`config.mk`:
```
export PLATFORM = sky130hd
export DESIGN_NAME = io_input_scan_ctrl
export DESIGN_NICKNAME = d
export VERILOG_FILES = /design/src/rtl/io_input_scan_ctrl.sv
export SDC_FILE = /design/constraint.sdc
export NUM_CORES = 1
export LEC_CHECK = 0
export CORE_MARGIN = 2
export CORE_UTILIZATION = 43
export DETAILED_ROUTE_END_ITERATION = 12
export GPL_ROUTABILITY_DRIVEN = 1
export PLACE_DENSITY_LB_ADDON = 0.05
export REMOVE_ABC_BUFFERS = 1
export SLEW_MARGIN = 20
export SYNTH_ARGS = -nofsm -noshare
export SYNTH_HDL_FRONTEND = slang
export SYNTH_SLANG_ARGS = --single-unit
```
`constraint.sdc`:
```
create_clock -name io_clk -period 1.4 [get_ports io_clk]
set_input_delay 0.28 -clock io_clk [delete_from_list [all_inputs] [get_ports io_clk]]
set_output_delay 0.28 -clock io_clk [all_outputs]
set_load 0.05 [all_outputs]
```
`src/rtl/io_input_scan_ctrl.sv`:
```
`default_nettype none
// ============================================================================
// Module      : io_input_scan_ctrl
// Description : Scans NCH external input banks. Each bank is synchronised,
//               debounced by visit counting and committed into its input
//               register. The CPU reads the registers by word address.
//               Per-channel "new data" flags are cleared by reads.
// Ports       : io_clk        - I/O clock, rising edge
//               resetn        - asynchronous reset, active-low
//               sw_in         - raw pins, channel k = sw_in[k*WIDTH +: WIDTH]
//               addr          - CPU address, word index = addr[7:2]
//               io_rd         - read strobe, sampled at the io_clk edge
//               io_read_data  - combinational read data, zero-extended
//               data_ready    - per-channel committed-but-unread flags
//               irq           - registered OR of data_ready
// Revision    : 1.0 - initial release
// ============================================================================
module io_input_scan_ctrl #(
    parameter int NCH      = 2,
    parameter int WIDTH    = 5,
    parameter int DEBOUNCE = 4,
    parameter int SCAN_DIV = 8
) (
    input  logic                 io_clk,
    input  logic                 resetn,
    input  logic [NCH*WIDTH-1:0] sw_in,
    input  logic [31:0]          addr,
    input  logic                 io_rd,
    output logic [31:0]          io_read_data,
    output logic [NCH-1:0]       data_ready,
    output logic                 irq
);

    localparam int c_div_w = (SCAN_DIV > 1) ? $clog2(SCAN_DIV) : 1;
    localparam int c_ch_w  = (NCH > 1) ? $clog2(NCH) : 1;

    localparam logic [c_div_w-1:0] c_div_last    = c_div_w'(SCAN_DIV - 1);
    localparam logic [c_ch_w-1:0]  c_ch_last     = c_ch_w'(NCH - 1);
    localparam logic [3:0]         c_stab_max    = 4'd15;
    localparam logic [3:0]         c_stab_commit = 4'(DEBOUNCE - 1);

    typedef enum logic [1:0] {
        S_WAIT   = 2'd0,
        S_SAMPLE = 2'd1,
        S_CHECK  = 2'd2,
        S_COMMIT = 2'd3
    } state_t;

    // ------------------------------------------------------------------
    // State
    // ------------------------------------------------------------------
    logic [NCH*WIDTH-1:0] r_sync1;
    logic [NCH*WIDTH-1:0] r_sync2;
    logic [c_div_w-1:0]   r_div;
    logic [c_ch_w-1:0]    r_ch;
    logic [WIDTH-1:0]     r_raw;
    logic [WIDTH-1:0]     r_cand   [NCH];
    logic [WIDTH-1:0]     r_in_reg [NCH];
    logic [3:0]           r_stab   [NCH];
    logic [NCH-1:0]       r_data_ready;
    logic                 r_irq;
    state_t               r_state;
    state_t               w_state_nxt;

    // ------------------------------------------------------------------
    // Combinational helpers
    // ------------------------------------------------------------------
    logic             w_tick;
    logic [5:0]       w_idx;
    logic [WIDTH-1:0] w_sync_sel;
    logic [WIDTH-1:0] w_cand_sel;
    logic [WIDTH-1:0] w_in_sel;
    logic [3:0]       w_stab_sel;
    logic             w_do_commit;
    logic             w_unused;

    assign w_tick   = (r_div == c_div_last);
    assign w_idx    = addr[7:2];
    assign w_unused = ^{addr[31:8], addr[1:0]};

    // Values belonging to the channel currently being visited.
    always_comb begin
        w_sync_sel = '0;
        w_cand_sel = '0;
        w_in_sel   = '0;
        w_stab_sel = '0;
        for (int k = 0; k < NCH; k++) begin
            if (r_ch == c_ch_w'(k)) begin
                w_sync_sel = r_sync2[k*WIDTH +: WIDTH];
                w_cand_sel = r_cand[k];
                w_in_sel   = r_in_reg[k];
                w_stab_sel = r_stab[k];
            end
        end
    end

    // A commit only happens when the candidate is stable long enough and
    // actually differs, so a steady input never re-raises its flag.
    assign w_do_commit = (r_state == S_COMMIT) &&
                         (w_stab_sel >= c_stab_commit) &&
                         (w_cand_sel != w_in_sel);

    // ------------------------------------------------------------------
    // FSM
    // ------------------------------------------------------------------
    always_ff @(posedge io_clk or negedge resetn) begin
        if (!resetn) begin
            r_state <= S_WAIT;
        end else begin
            r_state <= w_state_nxt;
        end
    end

    always_comb begin
        w_state_nxt = r_state;
        unique case (r_state)
            S_WAIT:   if (w_tick) w_state_nxt = S_SAMPLE;
            S_SAMPLE: w_state_nxt = S_CHECK;
            S_CHECK:  w_state_nxt = S_COMMIT;
            S_COMMIT: w_state_nxt = S_WAIT;
            default:  w_state_nxt = S_WAIT;
        endcase
    end

    // ------------------------------------------------------------------
    // Synchroniser, divider, channel pointer, sample register
    // ------------------------------------------------------------------
    always_ff @(posedge io_clk or negedge resetn) begin
        if (!resetn) begin
            r_sync1 <= '0;
            r_sync2 <= '0;
            r_div   <= '0;
            r_ch    <= '0;
            r_raw   <= '0;
        end else begin
            r_sync1 <= sw_in;
            r_sync2 <= r_sync1;
            r_div   <= (r_div == c_div_last) ? '0 : r_div + c_div_w'(1);
            if (r_state == S_SAMPLE) begin
                r_raw <= w_sync_sel;
            end
            if (r_state == S_COMMIT) begin
                r_ch <= (r_ch == c_ch_last) ? '0 : r_ch + c_ch_w'(1);
            end
        end
    end

    // ------------------------------------------------------------------
    // Per-channel debounce state, input registers and ready flags
    // ------------------------------------------------------------------
    always_ff @(posedge io_clk or negedge resetn) begin
        if (!resetn) begin
            for (int k = 0; k < NCH; k++) begin
                r_cand[k]   <= '0;
                r_stab[k]   <= '0;
                r_in_reg[k] <= '0;
            end
            r_data_ready <= '0;
        end else begin
            for (int k = 0; k < NCH; k++) begin
                if ((r_state == S_CHECK) && (r_ch == c_ch_w'(k))) begin
                    if (r_raw == r_cand[k]) begin
                        if (r_stab[k] != c_stab_max) begin
                            r_stab[k] <= r_stab[k] + 4'd1;
                        end
                    end else begin
                        r_cand[k] <= r_raw;
                        r_stab[k] <= '0;
                    end
                end
                // A commit in the same cycle as a clearing read wins, so the
                // CPU can never miss the newly committed value.
                if (w_do_commit && (r_ch == c_ch_w'(k))) begin
                    r_in_reg[k]     <= r_cand[k];
                    r_data_ready[k] <= 1'b1;
                end else if (io_rd && (w_idx == 6'(k))) begin
                    r_data_ready[k] <= 1'b0;
                end
            end
        end
    end

    always_ff @(posedge io_clk or negedge resetn) begin
        if (!resetn) begin
            r_irq <= 1'b0;
        end else begin
            r_irq <= |r_data_ready;
        end
    end

    // ------------------------------------------------------------------
    // Read map
    // ------------------------------------------------------------------
    always_comb begin
        io_read_data = '0;
        for (int k = 0; k < NCH; k++) begin
            if (w_idx == 6'(k)) begin
                io_read_data[WIDTH-1:0] = r_in_reg[k];
            end
        end
        if (w_idx == 6'(NCH)) begin
            io_read_data[NCH-1:0] = r_data_ready;
        end
        if (!resetn) begin
            io_read_data = '0;
        end
    end

    assign data_ready = r_data_ready;
    assign irq        = r_irq;

endmodule
`default_nettype wire

```
==> results of run 1 <==
-- power by group through the flow --
stage	sequential, mW	clock (mW)	combinational [mW]
after floorplan	1.96	0	0.247
final	1.91	1.91	0.507
after global placement	1.94	0	0.468
after global routing	1.92	2.05	0.545
after detailed placement	1.94	0	0.471
after CTS	1.91	1.97	0.488
-- worst max-delay path, stage by stage (launching register included) --
cell,delay (ps)
sky130_fd_sc_hd__dfrtp_1,430
sky130_fd_sc_hd__mux2i_1,190
sky130_fd_sc_hd__nor3_2,50
sky130_fd_sc_hd__buf_4,140
sky130_fd_sc_hd__buf_12,140
-- layout make-up --
type	count	share of cell area, %
well taps	77	2.33
flip-flops and latches	62	37.7
inverters	4	0.363
repair buffers	77	18.7
clock inverters	7	2.96
multi-input cells	166	35.0
clock buffers	9	2.99
-- routing by layer --
metal	share of wire [%]	vias up	track usage [%]	routed length (microns)
li1	-	931	-	-
met1	44	950	21.4	2420
met2	51	46	27.4	2800
met3	4.1	7	4.62	224
met4	1.4	0	6.49	78
met5	0	-	0	0
-- cell families (layout without fill, tap and decap cells) --
family / count (synthesis) / after routing / synth area share, %
other cells: 1 / 27 / 0.131
flops: 62 / 62 / 54.1
compound gates: 25 / 25 / 5.36
mux: 33 / 33 / 12.5
xor+xnor: 21 / 21 / 6.41
fa+ha+maj: 9 / 9 / 3.92
buf+inv: 35 / 97 / 8.41
simple gates: 51 / 51 / 9.24
-- stage by stage --
step / instances / setup WS (ps) / area, sq um / TNS [ps]
5_1_grt: 402 / -253 / 4140 / -2250
2_1_floorplan: 232 / -833 / 2740 / -6510
6_report: 402 / -173 / 4140 / -743
3_3_place_gp: 369 / -577 / 3440 / -3310
4_1_cts: 397 / -211 / 3940 / -877
3_5_place_dp: 369 / -682 / 3440 / -4220
-- worst paths after layout --
kind | cells after the start | endpoint | slack [ps]
worst min register to register | 0 | r_sync2[9] | 340
min in group io_clk | 0 | r_sync2[9] | 340
worst max register to register | 4 | r_stab[6] | 0
worst max-delay path | 4 | io_read_data[3] | -170
max in group asynchronous | 2 | r_state[1] | 670
worst min-delay path | 2 | r_stab[7] | 160
-- synth_stat cells --
cell type                  number
sky130_fd_sc_hd__or2_2          1
sky130_fd_sc_hd__o21ai_0        1
sky130_fd_sc_hd__nand2_1        6
sky130_fd_sc_hd__nor3_2         1
sky130_fd_sc_hd__a21oi_1       11
sky130_fd_sc_hd__nor2b_1        3
sky130_fd_sc_hd__buf_2          1
sky130_fd_sc_hd__a31oi_1        5
sky130_fd_sc_hd__conb_1         1
sky130_fd_sc_hd__dfrtp_1       62
sky130_fd_sc_hd__nor3b_2        1
sky130_fd_sc_hd__o22ai_1        1
sky130_fd_sc_hd__xor2_1        10
sky130_fd_sc_hd__a22o_1         2
sky130_fd_sc_hd__mux2i_1       11
sky130_fd_sc_hd__mux2_2        22
sky130_fd_sc_hd__nor4_1         1
sky130_fd_sc_hd__or3_1          2
sky130_fd_sc_hd__buf_4         29
sky130_fd_sc_hd__nor3_1         6
sky130_fd_sc_hd__and3_1         2
sky130_fd_sc_hd__nand2_2        1
sky130_fd_sc_hd__ha_1           9
sky130_fd_sc_hd__a41oi_1        1
sky130_fd_sc_hd__o31ai_1        2
sky130_fd_sc_hd__nand4_1        2
sky130_fd_sc_hd__xnor2_1       11
sky130_fd_sc_hd__nand3_1        4
sky130_fd_sc_hd__inv_1          4
sky130_fd_sc_hd__a211oi_1       2
sky130_fd_sc_hd__nand3b_1       3
sky130_fd_sc_hd__nand4b_1       1
sky130_fd_sc_hd__nor2_1        17
sky130_fd_sc_hd__buf_1          1
-- repair_timing --
action | 4_1_cts | 5_1_grt
gates cloned | 1 | 0
resized for setup | 57 | 41
setup buffers | 14 | 5
pin swaps | 7 | 12
setup endpoints to repair | 30 | 40
==> impl_metrics.toml, run 1 <==
[finish]
synthToLayoutAreaGrowth_pct = 44.2
final_cell_mix = "55 x sky130_fd_sc_hd__dfrtp_1, 40 x sky130_fd_sc_hd__buf_4, 27 x sky130_fd_sc_hd__conb_1"
drive_above_1_share_pct = 45.5
n_fill_cell = 510
multi_input_area_sq_um = 1450
area.sequential_sq_um = 1560
finalNetCount = 374
n_antenna_cell = 0
most_common_library_cell_in_the_layout_ignoring_fill_and_taps = "sky130_fd_sc_hd__dfrtp_1"
layout.core_utilization_pct = 64.8

[sta]
setup_ws_ps = -173
finClkSkew_ps = 10.7
rsz0062_at_grt = "yes"
hold_ws_ps = 161
slew_viol_final = 0
worst-slew-pin-transition_ps = 779
final_hold_viol_count = 0
timing.max_slew.rel_slack_pct = 48.1
crit_path_time_final_ps = 1570
finalSetupViolations = 9
clock.fmax_mhz = 636
ratio_of_final_minimum_period_to_clock_period_pct = 112

[routing]
route.detailed.wl_per_inst_microns = 13.7
final_antenna_net_count = 0
first_iter_violations = 87
post_drt_via_cell_ratio = 4.81
route.detailed.drc = 0
firstDrtPassIters = 4
drt_wl_total_microns = 5520
vias = 1934

[synth]
synth_area_sq_um = 2870
netlist.top_cell.by_area = "sky130_fd_sc_hd__dfrtp_1"
yosys_register_bits = 62
yosysTopAreaCellShare_pct = 54.1
seq_area_frac_synth_pct = 54.1
syn_avg_cell_area_sq_um = 12.1
ys_top_cells_by_area = "sky130_fd_sc_hd__dfrtp_1 54%, sky130_fd_sc_hd__mux2_2 8.6%, sky130_fd_sc_hd__buf_4 7.6%, sky130_fd_sc_hd__ha_1 3.9%, sky130_fd_sc_hd__mux2i_1 3.8%"
post_synth_num_cell_types = 34
ys_warn_count = 0
synth_cells = 237

[floorplanning]
initial_utilization_pct = 44.9
fp-row-count = 29
design.die.area_sq_um = 7340
dieHeight_microns = 85.7
floorplan.die.width_microns = 85.7
core-area_sq_um = 6390
floorplan.io_pins = 80

[worst_setup_path]
startpoint_type = "flop"
crit_fanout = 3
crit_path_end_kind = "primary output"
crit_type = "flop to primary output"
cp_data_required_time_ps = 1120
r2r_start = "r_raw[3]"
timing.critical_path.from = "r_in_reg[3]"
critPathArrivalTime_ps = 1290

[flow_run]
maxCapViolations = 0

[global_route]
total_grt_usage_pct = 16.8
grt_max_degree = 63
antenna_found_initial = 0
grt_pass1_vias = 1989
wire_length_of_the_first_global_routing_pass_microns = 9470
grt-ovfl-total = 0

[power_and_ir_drop]
total_switching_power_mw = 1.10
cell_internal_pwr_mw = 3.23
power.density_nw_per_um2 = 1050
p_sw_share_pct = 25.4
sequential_power_share_pct = 44.1
clockPowerShare_pct = 44.2
power.share.combinational_pct = 11.7
ir_worst_vdd_mv = 0.939
power_leakage_nw = 1.90
total_power_mw = 4.33

[clock_tree]
htreeDepth = 3
clkSlewWorstSetupHoldPaths_ps = 80
tritoncts_clock_tree = "done"
ctsLongestPathBuffers = 2
numCtsBuffers = 9
number_of_buffers_inserted_for_hold_repair_after_clock_tree_synthesis = 0
clock-sinks = 62
skew_pair_late_insertion_delay_ps = 340
clock_tree.root_cell = "sky130_fd_sc_hd__clkbuf_8"

[run_status]
status = "finished, violations left"
violations = "setup timing"

[placement]
globalplace.congestion = 0.741
dp.final_hpwl_microns = 3570
place.port_buffers = 26

[hold_path]
worst_hold_path_type = "primary input to async pin"
No activity file was read; power rests on OpenSTA's default activity.
==> run 2, diff against run 1 <==
Settings changed: CORE_MARGIN 2 to 4, CORE_UTILIZATION 43 to 45, CTS_BUF_LIST from default to sky130_fd_sc_hd__clkbuf_2.
Clock period 1.4 ns to 1.5 ns, I/O delays scaled along.
==> run 2 against run 1 <==
Compared with the run above: the flow still finishes with violations (setup timing); combinational power is 12% lower; critical path depth up 1; worst setup slack worse by 130 ps; core utilization shrank 2.6 points; flip-flop and latch count unchanged; sequential share of layout area up 3.7 points; clock power shrank 39%; via count decreased by 3.1%; first-iteration DRC count fell by 43%; register-to-register slack improved by 60 ps; sequential power shrank 6%; critical endpoint is now io_read_data[1].
==> impl_metrics.toml, run 2 (synthesis gave the netlist of run 1 again) <==
[worst_setup_path]
critPathArrivalTime_ps = 1500
critPathSlowestCell = "sky130_fd_sc_hd__dfrtp_1"
timing.critical_path.slowest_cell_delay_ps = 440
crit_fanout = 3
critical_path_cell_list = "mux2i_1 > nor2_1 > a21oi_2 > nor2_2 > buf_12"
cp_data_required_time_ps = 1200
crit_path_end_kind = "primary output"
startpoint_type = "flop"
crit_type = "flop to primary output"

[global_route]
antenna_found_initial = 0
grt-ovfl-total = 0
grt_pass1_vias = 1847
wire_length_of_the_first_global_routing_pass_microns = 8600
grt_max_degree = 63
total_grt_usage_pct = 14.9

[floorplanning]
design.die.area_sq_um = 7720
floorplan.die.width_microns = 87.9
floorplan.io_pins = 80
fp-row-count = 28
initial_utilization_pct = 47.4
dieHeight_microns = 87.9
core-area_sq_um = 6060

[power_and_ir_drop]
p_sw_share_pct = 28.2
cell_internal_pwr_mw = 2.45
clockPowerShare_pct = 34.4
power.share.combinational_pct = 13.1
total_switching_power_mw = 0.961
power.density_nw_per_um2 = 904
ir_worst_vdd_mv = 0.586
power_leakage_nw = 1.76
sequential_power_share_pct = 52.5

[sta]
crit_path_time_final_ps = 1800
hold_ws_ps = 0.288
slew_viol_final = 0
finalSetupViolations = 5
finClkSkew_ps = 20.0
ratio_of_final_minimum_period_to_clock_period_pct = 120
worst-slew-pin-transition_ps = 789
final_hold_viol_count = 0
timing.max_slew.rel_slack_pct = 47.4
clock.fmax_mhz = 555
totalNegativeSetupSlack_ps = -1130
rsz0062_at_grt = "yes"
setup_ws_ps = -302

[finish]
n_antenna_cell = 0
most_common_library_cell_in_the_layout_ignoring_fill_and_taps = "sky130_fd_sc_hd__dfrtp_1"
finalNetCount = 358
drive_above_1_share_pct = 39.2
synthToLayoutAreaGrowth_pct = 31.3
n_fill_cell = 480
final_cell_mix = "55 x sky130_fd_sc_hd__dfrtp_1, 29 x sky130_fd_sc_hd__buf_4, 27 x sky130_fd_sc_hd__conb_1"
layout.core_utilization_pct = 62.2

[clock_tree]
clock-sinks = 62
skew_pair_late_insertion_delay_ps = 480
number_of_buffers_inserted_for_hold_repair_after_clock_tree_synthesis = 0
clkSlewWorstSetupHoldPaths_ps = 180
htreeDepth = 3
numCtsBuffers = 9
tritoncts_clock_tree = "done"
clock_tree.root_cell = "sky130_fd_sc_hd__clkbuf_2"
ctsLongestPathBuffers = 2

[hold_path]
worst_hold_path_type = "primary input to async pin"

[routing]
final_antenna_net_count = 0
post_drt_via_cell_ratio = 4.88
drt_wl_total_microns = 5340
route.detailed.wl_per_inst_microns = 13.9
first_iter_violations = 50
route.detailed.drc = 0
vias = 1874
firstDrtPassIters = 4

[placement]
dp.final_hpwl_microns = 3500
place.port_buffers = 26
pre_cts_slack_ps = -584
globalplace.congestion = 0.727

[run_status]
violations = "setup timing"
status = "finished, violations left"

[flow_run]
maxCapViolations = 0
## run 2: changes by cell type in the layout (fill, tap and decap cells not counted), sizes merged
| cell | delta |
|---|---|
| dlygate4sd2 | -1 |
| clkbuf | +5 |
| clkinvlp | -1 |
| clkdlybuf4s50 | +1 |
| clkinv | +1 |
| bufinv | -1 |
| buf | -20 |
## run 2: critical path: cells and delay by family, from the launching register on
family	cells	cell delay, ps
compound gates	1	130
simple gates	2	150
mux	1	160
buf+inv	1	150
flops	1	440
## run 2: path summary, 6_finish.rpt
path	startpoint	endpoint	slack (ps)	cells after the start
worst max-delay path	r_in_reg[6]	io_read_data[1]	-300	5
worst min-delay path	resetn	r_in_reg[9]	0.3	2
worst max register to register	r_state[0]	r_in_reg[6]	60	5
worst min register to register	r_sync1[1]	r_sync2[1]	370	0
max in group asynchronous	resetn	r_raw[0]	890	2
min in group io_clk	sw_in[0]	r_sync1[0]	240	1
## run 2: stage by stage
stage,area [sq um],power (mW),instances
2_1_floorplan,2740,2.06,232
3_3_place_gp,3300,2.23,350
3_5_place_dp,3300,2.24,350
4_1_cts,3570,3.45,378
5_1_grt,3770,3.59,384
6_report,3770,3.41,384
## run 2: routing by layer
layer	routed length (microns)	track usage, %	vias to the layer above
met5	0	0	-
met1	2360	19.0	899
met3	308	4.52	10
met2	2550	22.0	62
li1	-	-	903
met4	116	9.34	0
## run 2: layout make-up
cell class / instances / area [sq um] / area share (%)
inverters: 4 / 15.0 / 0.398
flip-flops and latches: 62 / 1560 / 41.4
clock inverters: 6 / 86.3 / 2.29
well taps: 75 / 93.8 / 2.49
clock buffers: 10 / 50.0 / 1.33
repair buffers: 61 / 632 / 16.8
multi-input cells: 166 / 1330 / 35.3
## run 2: power by group through the flow
stage          clock (mW)  combinational, mW  sequential, mW
6_report             1.17              0.445            1.79
5_1_grt              1.32              0.476            1.80
4_1_cts              1.23              0.437            1.78
3_5_place_dp            0              0.423            1.81
3_3_place_gp            0              0.420            1.81
2_1_floorplan           0              0.230            1.83
## run 2: repair_timing
action	in CTS	in global routing
buffers inserted	14	7
gates cloned	0	1
pin swaps	5	12
resized for setup	18	51
setup endpoints to repair	6	35
==> run 3, diff against run 2 <==
==> constraint.sdc (replaced) <==
create_clock -name io_clk -period 1.5 [get_ports io_clk]
set_input_delay 0.3 -clock io_clk [delete_from_list [all_inputs] [get_ports io_clk]]
set_output_delay 0.3 -clock io_clk [all_outputs]
set_load 0.01 [all_outputs]
==> run 3 against run 2 <==
Compared with the run above: the flow still finishes with violations (setup timing); global-route usage hardly changed; design area is 4.4% lower; clock power decreased by 17%; critical path depth is the same; sequential share of layout area increased by 1.8 points; count of clock-buffer cells in the layout is 1 lower; non-clock buffer count up 4; combinational power shrank 36%; fmax rose by 6.2%; final cell count grew 1.0%; first-iteration DRC count grew 34%; core utilization shrank 2.8 points; critical path type unchanged.
==> impl_metrics.toml, run 3 (synthesis gave the netlist of run 1 again) <==
[power_and_ir_drop]
p_sw_share_pct = 26.0
total_switching_power_mw = 0.788
power_leakage_nw = 1.71
cell_internal_pwr_mw = 2.25
power.density_nw_per_um2 = 843
sequential_power_share_pct = 58.5
total_power_mw = 3.03
power.share.combinational_pct = 9.4
clockPowerShare_pct = 32.1
ir_worst_vdd_mv = 0.612

[hold_path]
worst_hold_path_type = "primary input to async pin"

[routing]
vias = 1877
final_antenna_net_count = 0
dr.max_layer_used = "met4"
post_drt_via_cell_ratio = 4.84
route.detailed.wl_per_inst_microns = 13.4
first_iter_violations = 67
route.detailed.drc = 0
drt_wl_total_microns = 5200
met2_length_microns = 2530
dr_wl_met3_microns = 283
met1Wirelength_microns = 2340
firstDrtPassIters = 4

[sta]
crit_path_time_final_ps = 1700
setup_ws_ps = -196
final_hold_viol_count = 0
timing.max_slew.rel_slack_pct = 48.5
slew_viol_final = 0
rsz0062_at_grt = "yes"
clock.fmax_mhz = 589
finClkSkew_ps = 23.4
worst-slew-pin-transition_ps = 773
ratio_of_final_minimum_period_to_clock_period_pct = 113
finalSetupViolations = 5

[global_route]
wire_length_of_the_first_global_routing_pass_microns = 8540
total_grt_usage_pct = 14.8
grt-ovfl-total = 0
grt_max_degree = 63
antenna_found_initial = 0
grt_pass1_vias = 1749

[worst_setup_path]
most_prevalent_standard_cell_on_the_critical_path = "sky130_fd_sc_hd__nor2_1"
cp_bufs_invs = 1
critPathArrivalTime_ps = 1400
setup.reg_to_reg.worst_slack_ps = 50
cp_data_required_time_ps = 1200
critPathSlowestCell = "sky130_fd_sc_hd__dfrtp_1"
critical_path_depth = 5
timing.critical_path.slowest_cell_delay_ps = 450
startpoint_type = "flop"
r2r-end = "r_cand[9]"
crit_fanout = 3
r2r_start = "r_state[0]"
crit_type = "flop to primary output"
timing.critical_path.from = "r_in_reg[6]"
worst_setup_path_endpoint = "io_read_data[1]"
critical_path_cell_list = "mux2i_1 > nor2_1 > a21oi_1 > nor2_1 > buf_2"
r2r_cells = 5
crit_family = "flip-flops"
crit_path_end_kind = "primary output"

[floorplanning]
fp-row-count = 28
floorplan.die.width_microns = 87.9
initial_utilization_pct = 47.4
core-area_sq_um = 6060
design.die.area_sq_um = 7720
dieHeight_microns = 87.9
floorplan.io_pins = 80

[finish]
finalNonFillerCells = 388
n_antenna_cell = 0
final_cell_mix = "58 x sky130_fd_sc_hd__dfrtp_1, 32 x sky130_fd_sc_hd__buf_4, 27 x sky130_fd_sc_hd__conb_1"
drive_above_1_share_pct = 35.8
finalNetCount = 362
synthToLayoutAreaGrowth_pct = 25.5
most_common_library_cell_in_the_layout_ignoring_fill_and_taps = "sky130_fd_sc_hd__dfrtp_1"

[clock_tree]
skew_pair_late_insertion_delay_ps = 460
clock_tree.root_cell = "sky130_fd_sc_hd__clkbuf_2"
tritoncts_clock_tree = "done"
htreeDepth = 3
clock-sinks = 62
numCtsBuffers = 9
ctsLongestPathBuffers = 2
clkSlewWorstSetupHoldPaths_ps = 180
number_of_buffers_inserted_for_hold_repair_after_clock_tree_synthesis = 0

[placement]
dpl.cell_count = 354
globalplace.congestion = 0.695
dp.final_hpwl_microns = 3460
pre_cts_slack_ps = -870
place.port_buffers = 26

[flow_run]
maxCapViolations = 0

[run_status]
violations = "setup timing"
status = "finished, violations left"
[run 3: power by group through the flow]
stage	clock (mW)	sequential, mW	combinational (mW)
after floorplan	0	1.80	0.113
after global placement	0	1.81	0.254
after detailed placement	0	1.81	0.255
after CTS	1.03	1.77	0.269
after global routing	1.13	1.79	0.318
final	0.973	1.78	0.286
[run 3: worst min path at each step]
stage,from,end,slack [ps],cells past startpoint
after global placement,r_sync1[7],r_sync2[7],330,0
after floorplan,resetn,data_ready[0],4,0
final,resetn,r_stab[6],50,2
after CTS,resetn,r_in_reg[8],30,2
after detailed placement,r_sync1[3],r_sync2[3],330,0
after global routing,resetn,r_in_reg[5],50,2
[run 3: stage by stage]
stage | cell area, sq um | hold WS (ps) | utilization, % | TNS [ps]
finish | 3600 | 53.7 | 59.4 | -707
global route | 3600 | 47.0 | 59.4 | -1540
CTS | 3460 | 25.4 | 57.2 | -850
detailed placement | 3250 | 335 | 53.6 | -4580
global placement | 3250 | 332 | 53.6 | -4090
floorplan | 2740 | 4.41 | - | -1820
[run 3: repair_timing]
item / 4_1_cts / 5_1_grt
pin swaps: 3 / 4
setup endpoints to repair: 10 / 34
resized for setup: 55 / 30
buffers inserted: 13 / 5
cloned: 0 / 1
[run 3: area by class of cell]
type	count	area [sq um]
fillers	527	2460
flip-flops and latches	62	1560
multi-input cells	166	1270
repair buffers	65	553
well taps	75	93.8
clock inverters	7	65.1
clock buffers	9	45.0
inverters	4	15.0
[run 3: worst register-to-register path, cell delays in order, from the launching register on]
cell                      delay [ps]
sky130_fd_sc_hd__dfrtp_1         470
sky130_fd_sc_hd__inv_2            80
sky130_fd_sc_hd__ha_2            170
sky130_fd_sc_hd__nor2b_4         160
sky130_fd_sc_hd__buf_4           150
sky130_fd_sc_hd__mux2_2          320
[run 3: routing by layer]
layer  GRT usage (%)  up-vias
met3            3.48        5
met2            22.5       51
met1            20.1      909
met5               0        -
met4            7.11        0
li1                -      912
